==> src/rtl/int_ctrl.sv <==
// int_ctrl -- small interrupt controller with a memory-mapped register block.
//
// Sources (ID 1 is the highest priority):
//   ID 1      int_timer   level, synchronous
//   ID 2      int_soft    level, synchronous
//   ID 3..10  int_ext[7:0] asynchronous, rising-edge, latched in IP
//
// Register map (byte addresses, rdata is combinational, 0 when sel=0):
//   0x0000 IE     bits[10:1] RW
//   0x0004 IP     bits[10:1] read; write-1-to-clear bits[10:3]
//   0x0008 CLAIM  read = in-service ID (0 if none); write = complete
//   0x000C STATUS bits[1:0] FSM state, bits[7:4] irq_id
//
// Ports:
//   clk, rst            clock, asynchronous active-high reset
//   int_timer, int_soft level interrupt inputs
//   int_ext[7:0]        external edge interrupt inputs
//   sel, addr, we, wdata, rdata   register block access
//   irq_req, irq_id     request and source ID towards the core
//   irq_ack             core accepts the current request
//
// Handshake: irq_req/irq_id form a valid; irq_ack is the ready. A transfer
// happens on the rising edge where irq_req=1 and irq_ack=1. irq_id is stable
// while irq_req=1. The request may be withdrawn (irq_req drops without a
// transfer) if the requested source stops being pending or enabled.
// The FSM state is observable through the STATUS register.
module int_ctrl (
  input  logic        clk,
  input  logic        rst,
  input  logic        int_timer,
  input  logic        int_soft,
  input  logic [7:0]  int_ext,
  input  logic        sel,
  input  logic [15:0] addr,
  input  logic [3:0]  we,
  input  logic [31:0] wdata,
  output logic [31:0] rdata,
  output logic        irq_req,
  output logic [3:0]  irq_id,
  input  logic        irq_ack
);

  localparam logic [15:0] ADDR_IE     = 16'h0000;
  localparam logic [15:0] ADDR_IP     = 16'h0004;
  localparam logic [15:0] ADDR_CLAIM  = 16'h0008;
  localparam logic [15:0] ADDR_STATUS = 16'h000C;

  typedef enum logic [1:0] {
    ST_IDLE    = 2'b00,
    ST_REQ     = 2'b01,
    ST_SERVICE = 2'b10
  } state_t;

  state_t      state_q, state_d;
  logic [3:0]  irq_id_q, irq_id_d;
  logic [3:0]  in_service_q, in_service_d;
  logic [10:1] ie_q;
  logic [7:0]  ext_sync1_q, ext_sync2_q, ext_prev_q;
  logic [7:0]  ip_ext_q, ip_ext_d;
  logic [7:0]  ack_clr;
  logic [7:0]  w1c_clr;
  logic [7:0]  ext_rise;
  logic [10:0] byte_mask;
  logic [10:1] ip_all;
  logic [10:1] pending;
  logic [15:0] pending_by_id;
  logic        cand_valid;
  logic [3:0]  cand_id;
  logic        wr_en, ie_wr, ip_wr, claim_wr;

  // Only bits [10:0] of any register exist, so only byte lanes 0 and 1
  // can change state.
  assign byte_mask = {{3{we[1]}}, {8{we[0]}}};
  assign wr_en     = sel && (we != 4'b0000);
  assign ie_wr     = wr_en && (addr == ADDR_IE);
  assign ip_wr     = wr_en && (addr == ADDR_IP);
  assign claim_wr  = sel && we[0] && (addr == ADDR_CLAIM);

  assign w1c_clr   = ip_wr ? (wdata[10:3] & byte_mask[10:3]) : 8'h00;

  // Edge detect on the synchronized input: ext_prev_q is one flop behind
  // ext_sync2_q, so IP sets on the third edge that sees the input high.
  assign ext_rise  = ext_sync2_q & ~ext_prev_q;

  assign ip_all        = {ip_ext_q, int_soft, int_timer};
  assign pending       = ip_all & ie_q;
  assign pending_by_id = {5'b00000, pending, 1'b0};

  // Lowest pending ID wins; scanning downward lets the lowest overwrite.
  always_comb begin
    cand_valid = 1'b0;
    cand_id    = 4'd0;
    for (int i = 10; i >= 1; i--) begin
      if (pending[i]) begin
        cand_valid = 1'b1;
        cand_id    = 4'(i);
      end
    end
  end

  always_comb begin
    state_d      = state_q;
    irq_id_d     = irq_id_q;
    in_service_d = in_service_q;
    ack_clr      = 8'h00;
    case (state_q)
      ST_IDLE: begin
        if (cand_valid) begin
          state_d  = ST_REQ;
          irq_id_d = cand_id;
        end
      end
      ST_REQ: begin
        if (irq_ack) begin
          state_d      = ST_SERVICE;
          in_service_d = irq_id_q;
          if (irq_id_q >= 4'd3) begin
            ack_clr[3'(irq_id_q - 4'd3)] = 1'b1;
          end
        end else if (!pending_by_id[irq_id_q]) begin
          state_d  = ST_IDLE;
          irq_id_d = 4'd0;
        end
      end
      ST_SERVICE: begin
        if (claim_wr && (wdata[3:0] == in_service_q)) begin
          state_d      = ST_IDLE;
          in_service_d = 4'd0;
          irq_id_d     = 4'd0;
        end
      end
      default: begin
        state_d      = ST_IDLE;
        irq_id_d     = 4'd0;
        in_service_d = 4'd0;
      end
    endcase
  end

  // A new edge beats any clear (W1C or acknowledge) on the same cycle, so
  // an edge that arrives while its source is being serviced is not lost.
  assign ip_ext_d = (ip_ext_q & ~ack_clr & ~w1c_clr) | ext_rise;

  always_ff @(posedge clk or posedge rst) begin
    if (rst) begin
      state_q      <= ST_IDLE;
      irq_id_q     <= 4'd0;
      in_service_q <= 4'd0;
      ie_q         <= '0;
      ext_sync1_q  <= 8'h00;
      ext_sync2_q  <= 8'h00;
      ext_prev_q   <= 8'h00;
      ip_ext_q     <= 8'h00;
    end else begin
      state_q      <= state_d;
      irq_id_q     <= irq_id_d;
      in_service_q <= in_service_d;
      ext_sync1_q  <= int_ext;
      ext_sync2_q  <= ext_sync1_q;
      ext_prev_q   <= ext_sync2_q;
      ip_ext_q     <= ip_ext_d;
      if (ie_wr) begin
        ie_q <= (ie_q & ~byte_mask[10:1]) | (wdata[10:1] & byte_mask[10:1]);
      end
    end
  end

  always_comb begin
    rdata = 32'h0;
    if (sel) begin
      case (addr)
        ADDR_IE:     rdata[10:1] = ie_q;
        ADDR_IP:     rdata[10:1] = ip_all;
        ADDR_CLAIM:  rdata[3:0]  = in_service_q;
        ADDR_STATUS: begin
          rdata[1:0] = state_q;
          rdata[7:4] = irq_id_q;
        end
        default:     rdata = 32'h0;
      endcase
    end
  end

  assign irq_req = (state_q == ST_REQ);
  assign irq_id  = irq_id_q;

endmodule

==> config.mk <==
export PLATFORM = sky130hd
export DESIGN_NAME = int_ctrl
export DESIGN_NICKNAME = d
export VERILOG_FILES = /design/src/rtl/int_ctrl.sv
export SDC_FILE = /design/constraint.sdc
export NUM_CORES = 1
export LEC_CHECK = 0
export ABC_AREA = 1
export CORE_MARGIN = 4
export CORE_UTILIZATION = 40
export CTS_BUF_LIST = sky130_fd_sc_hd__clkbuf_8
export DETAILED_ROUTE_END_ITERATION = 16
export PLACE_DENSITY = 0.77
export SKIP_CTS_REPAIR_TIMING = 1
export SYNTH_ARGS = -nofsm -noshare
export SYNTH_HDL_FRONTEND = slang
export SYNTH_SLANG_ARGS = --single-unit
==> constraint.sdc <==
create_clock -name clk -period 3.7 [get_ports clk]
set_clock_uncertainty 0.2 [all_clocks]
set_input_delay 0.74 -clock clk [delete_from_list [all_inputs] [get_ports clk]]
set_output_delay 0.74 -clock clk [all_outputs]
set_load 0.02 [all_outputs]
==> results.yml, run 1 <==
critical_path:
  cp_num_buf_inv: 3
  arrival_ns: 2.47
  crit_chain: "clkdlybuf4s50_1 -> nor2_1 -> nand2_1 -> nor2_4 -> nand4_4 -> nor2_4 -> buf_4 -> a22oi_1 -> nor2_1 -> dlymetal6s2s_1"
  required_ns: 2.76
  slowest_stage: "clkdlybuf4s50_1"
  path_delay_family: "simple AND/OR/NAND/NOR gates"
  startpoint_type: "input pin"
  critPathMaxFanout: 7
  critPathCaptureType: "primary output"
  regToRegSetupSlack_ns: 1.70
  slowest_delay_ns: 0.40
  worstSetupPathType: "input pin to primary output"
yosys:
  yosysWarningCount: 0
  yosys_register_bits: 52
  synth.cell_area_um2: 2800
  syn_avg_cell_area_um2: 7.79
  syn_inst: 359
  synthDistinctLibCells: 31
  ys_seq_area_frac: 0.465
detailed_routing:
  wl_per_cell_um: 12.8
  num_vias: 2587
  drc: 0
  firstDrtPassIters: 4
  drt-initial-drc-count: 244
  wl_mm: 6.88
  ant_nets: 0
  vias_per_cell: 4.83
die:
  row_count: 30
  io_pins: 103
  start_util: 0.412
  die_y_um: 91.6
  die_w_um: 91.6
  dieArea_um2: 8400
  core_area_um2: 6790
timing:
  fin_hold_ws_ns: 0.153
  worst_pin_slew_ns: 0.637
  drv_slew: 0
  setup_viol: 0
  hold_viol_final: 0
  post-route-period-util: 0.922
  rsz0062_at_grt: "no"
  slew_headroom: 0.576
  fmax_mhz: 293
  finalCriticalPeriod_ns: 3.41
place:
  place_area_um2: 3530
  io_buffer_count: 60
  dp_hpwl_mm: 5.37
  gp_congestion: 0.853
  dp_cells: 525
finish:
  nets: 506
  final_common_cell: "nand2_1"
  syn2layout_area_growth_pct: 31.6
  final_area_um2: 3680
  finalNonFillerCells: 536
  final_cell_mix: "nand2_1 (103), dfrtp_1 (52), clkdlybuf4s50_1 (49)"
  antenna_cells: 0
  fillCellCount: 611
  final_util: 0.542
  drive_gt1_frac: 0.0864
clock_tree:
  clock_latency_ns: 0.31
  cts_max_level: 2
  cts_tree: "done"
  numClockSinks: 52
  cts_inserted_buffers: 5
  clk_path_buf_depth: 2
  clock_tree.root_cell: "clkbuf_8"
  clk_pin_slew_worst_paths_ns: 0.09
global_routing:
  grt_pass1_vias: 2561
  grt_first_pass_wirelength_mm: 11.4
  grt_max_degree: 53
  gr-total-overflow: 0
  antenna_found_initial: 0
  grt_usage: 0.168
pwr:
  ir_worst_vdd_v: 0.000219
  leakage_nw: 2.00
  pwr_density_cell_nw_per_um2: 284
status:
  status: "finished, final reports clean"
hold_path:
  min_path_type: "flip-flop to flip-flop"
run:
  maxCapViolCount: 0
## per-layer routing
layer | vias to the layer above | track usage | share of wire
met2 | 125 | 0.288 | 0.48
li1 | 1265 | - | -
met3 | 14 | 0.0377 | 0.092
met1 | 1183 | 0.197 | 0.41
met4 | 0 | 0.0804 | 0.021
met5 | - | 0 | 0
## layout make-up
cell class / instances / area, um2 / area share
flip-flops and latches: 52 / 1300 / 0.354
clock inverters: 3 / 28.8 / 0.00782
well taps: 96 / 120 / 0.0326
clock buffers: 5 / 68.8 / 0.0187
inverters: 48 / 180 / 0.0489
multi-input cells: 257 / 1230 / 0.334
repair buffers: 75 / 753 / 0.205
## cell families after synthesis
| logic type | after synthesis | synth area share |
|---|---|---|
| DFF | 52 | 0.465 |
| buffers and inverters | 70 | 0.123 |
| AOI/OAI and AO/OA | 53 | 0.116 |
| adders and majority gates | 1 | 0.00447 |
| other | 1 | 0.00134 |
| xor gates and xnor gates | 1 | 0.00313 |
| and+or+nand+nor | 181 | 0.288 |
## Yosys cell counts
library cell  number  area share
dfrtp_1           52        0.47
a31oi_4            1      0.0076
nand4_1            4      0.0089
or2_2              2      0.0045
a31oi_1            5       0.011
nand4_4            1      0.0076
nand2_2            1      0.0022
xor2_1             1      0.0031
o21ai_0           28       0.050
nand2_4            1      0.0040
ha_1               1      0.0045
nor2_2             1      0.0022
o22ai_1            7       0.016
nand3_1           20       0.036
inv_2              1      0.0013
conb_1             1      0.0013
buf_2              1      0.0018
o31ai_1            1      0.0027
a21oi_1            2      0.0036
nor2_1            40       0.054
a21oi_2            2      0.0063
nor3_1             3      0.0054
nor2_4             2      0.0080
nand2_1          103        0.14
a22oi_1            3      0.0080
nor2_8             2       0.014
inv_1             47       0.063
o21bai_1           1      0.0027
buf_4             21       0.056
a21boi_0           3      0.0080
nor3b_1            1      0.0027
## worst paths after layout
| kind | from | endpoint | cells past startpoint |
|---|---|---|---|
| worst min-delay path | ext_sync1_q[2] | ext_sync2_q[2] | 0 |
| worst min register to register | ext_sync1_q[2] | ext_sync2_q[2] | 0 |
| max in group asynchronous | rst | ext_prev_q[0] | 3 |
| min in group asynchronous | rst | ext_sync1_q[6] | 3 |
| worst max-delay path | addr[15] | rdata[10] | 10 |
| worst max register to register | irq_id[0] | ip_ext_q[4] | 5 |
## metrics by stage
step / setup slack (ns) / TNS, ns / power [W]
floorplan: 0.862 / 0 / 0.000659
global placement: -0.0719 / -0.304 / 0.000705
detailed placement: -0.146 / -0.854 / 0.000707
CTS: -0.146 / -0.856 / 0.00106
global route: 0.0425 / 0 / 0.00109
finish: 0.288 / 0 / 0.00104
## where the power goes
group          total [W]  leakage (nW)  switching (W)  internal (W)
Clock           0.000349        0.0511       0.000206      0.000143
Combinational   0.000110          1.35      0.0000594     0.0000504
Sequential      0.000585         0.598     0.00000433      0.000581
Note: power is estimated with default switching activity, not from simulation.
==> run 2, diff against run 1 <==
--- a/config.mk
+++ b/config.mk
@@ -11,7 +11,6 @@
 export CTS_BUF_LIST = sky130_fd_sc_hd__clkbuf_8
 export DETAILED_ROUTE_END_ITERATION = 16
 export PLACE_DENSITY = 0.77
-export SKIP_CTS_REPAIR_TIMING = 1
 export SYNTH_ARGS = -nofsm -noshare
 export SYNTH_HDL_FRONTEND = slang
 export SYNTH_SLANG_ARGS = --single-unit
==> run 2 against run 1 <==
  * Via count is 0.46% lower
  * Sequential power hardly changed
  * Power hardly changed
  * Wire length hardly changed
  * Die area stayed put
  * Global-route usage is 0.070 points higher
  * Fmax is 2.9% lower
  * Clock-buffer cell count stayed put
  * Sequential share of layout area is 0.47 points higher
  * Design area is 1.3% lower
  * Critical path depth is 1 higher
  * Largest power group unchanged
==> results.yml, run 2 (synthesized netlist as in run 1, its figures left out) <==
detailed_routing:
  firstDrtPassIters: 4
  num_vias: 2575
  drt-initial-drc-count: 217
  vias_per_cell: 4.80
  ant_nets: 0
  wl_mm: 6.88
  drc: 0
  wl_per_cell_um: 12.8
timing:
  worst_slack_ns: 0.187
  fmax_mhz: 285
  slew_headroom: 0.575
  setup_viol: 0
  finalCriticalPeriod_ns: 3.51
  worst_pin_slew_ns: 0.637
  rsz0062_at_grt: "no"
  post-route-period-util: 0.949
  hold_viol_final: 0
  drv_slew: 0
pwr:
  totalPowerFinal_w: 0.00104
  pwr_density_cell_nw_per_um2: 287
  ir_worst_vdd_v: 0.000220
  leakage_nw: 1.85
die:
  core_area_um2: 6790
  io_pins: 103
  dieArea_um2: 8400
  die_y_um: 91.6
  start_util: 0.412
  row_count: 30
  die_w_um: 91.6
run:
  maxCapViolCount: 0
critical_path:
  cp_num_buf_inv: 4
  critPathCaptureType: "primary output"
  startpoint_type: "input pin"
  critPathMaxFanout: 5
  arrival_ns: 2.57
  slowest_stage: "clkdlybuf4s50_1"
  crit_chain: "clkdlybuf4s50_1 -> nor2_1 -> nand2_1 -> nor2_4 -> nand4_4 -> nor2_4 -> buf_4 -> buf_4 -> nand2_1 -> a31oi_1 -> clkbuf_2"
  worstRegToRegCells: 5
  cp.depth: 11
  slowest_delay_ns: 0.41
  required_ns: 2.76
  worstSetupPathType: "input pin to primary output"
  path_delay_family: "buffers and inverters"
global_routing:
  grt_pass1_vias: 2571
  antenna_found_initial: 0
  gr-total-overflow: 0
  grt_usage: 0.169
  grt_max_degree: 53
  grt_first_pass_wirelength_mm: 11.5
place:
  dp_hpwl_mm: 5.37
  io_buffer_count: 60
  dp_slack_ns: -0.146
  gp_congestion: 0.853
clock_tree:
  clk_path_buf_depth: 2
  cts_max_level: 2
  clock_tree.root_cell: "clkbuf_8"
  clk_pin_slew_worst_paths_ns: 0.09
  cts_hold_buffers: 0
  cts_inserted_buffers: 5
  clock_latency_ns: 0.31
  numClockSinks: 52
  cts_tree: "done"
hold_path:
  min_path_type: "flip-flop to flip-flop"
  hold_path_depth: 0
finish:
  nets: 506
  syn2layout_area_growth_pct: 29.8
  drive_gt1_frac: 0.0932
  antenna_cells: 0
  final_common_cell: "nand2_1"
  final_cell_mix: "nand2_1 (103), dfrtp_1 (52), clkdlybuf4s50_1 (49)"
status:
  status: "finished, final reports clean"
[run 2: cell types whose count changed in the layout (fill, tap and decap cells not counted), sizes merged]
cell,change
clkbuf,+3
dlymetal6s2s,-10
dlygate4sd2,+7
[run 2: worst paths after layout]
kind / from / endpoint / slack, ns
worst max-delay path: addr[15] / rdata[7] / 0.19
worst min-delay path: ext_sync1_q[2] / ext_sync2_q[2] / 0.15
worst max register to register: irq_id[0] / ip_ext_q[4] / 1.71
worst min register to register: ext_sync1_q[2] / ext_sync2_q[2] / 0.15
max in group asynchronous: rst / ext_prev_q[0] / 2.17
min in group asynchronous: rst / ext_sync1_q[6] / 0.71
[run 2: timing repair]
item / CTS / global route
resized for setup: 10 / 9
buffers inserted: 3 / 0
endpoints found under the setup margin: 10 / 4
pin swaps: 1 / 0
[run 2: final cells by class]
type / instances / area (um2)
clock buffer: 5 / 68.8
multi-input combinational: 257 / 1230
timing repair buffer: 75 / 704
sequential: 52 / 1300
tap: 96 / 120
clock inverter: 3 / 28.8
fill: 617 / 3160
inverter: 48 / 180
[run 2: layer usage]
layer  track usage  vias up  routed length (um)
met5             0        -                   0
met2         0.290      112                3340
met3        0.0377       17                 602
li1              -     1266                   -
met1         0.198     1180                2780
met4        0.0804        0                 156
[run 2: power by group]
group | leakage [nW] | switching, W | internal (W)
clock network | 0.0511 | 0.000206 | 0.000143
logic | 1.20 | 0.0000595 | 0.0000505
registers | 0.598 | 0.00000433 | 0.000581
[run 2: stage by stage]
| stage | hold slack (ns) | area [um2] | instances | util | setup TNS [ns] |
|---|---|---|---|---|---|
| after floorplan | 0.131 | 2870 | 379 | - | 0 |
| after global placement | 0.131 | 3530 | 525 | 0.520 | -0.304 |
| after detailed placement | 0.135 | 3530 | 525 | 0.520 | -0.854 |
| after CTS | 0.156 | 3640 | 536 | 0.536 | 0 |
| after global routing | 0.161 | 3630 | 536 | 0.535 | 0 |
| final | 0.153 | 3630 | 536 | 0.535 | 0 |
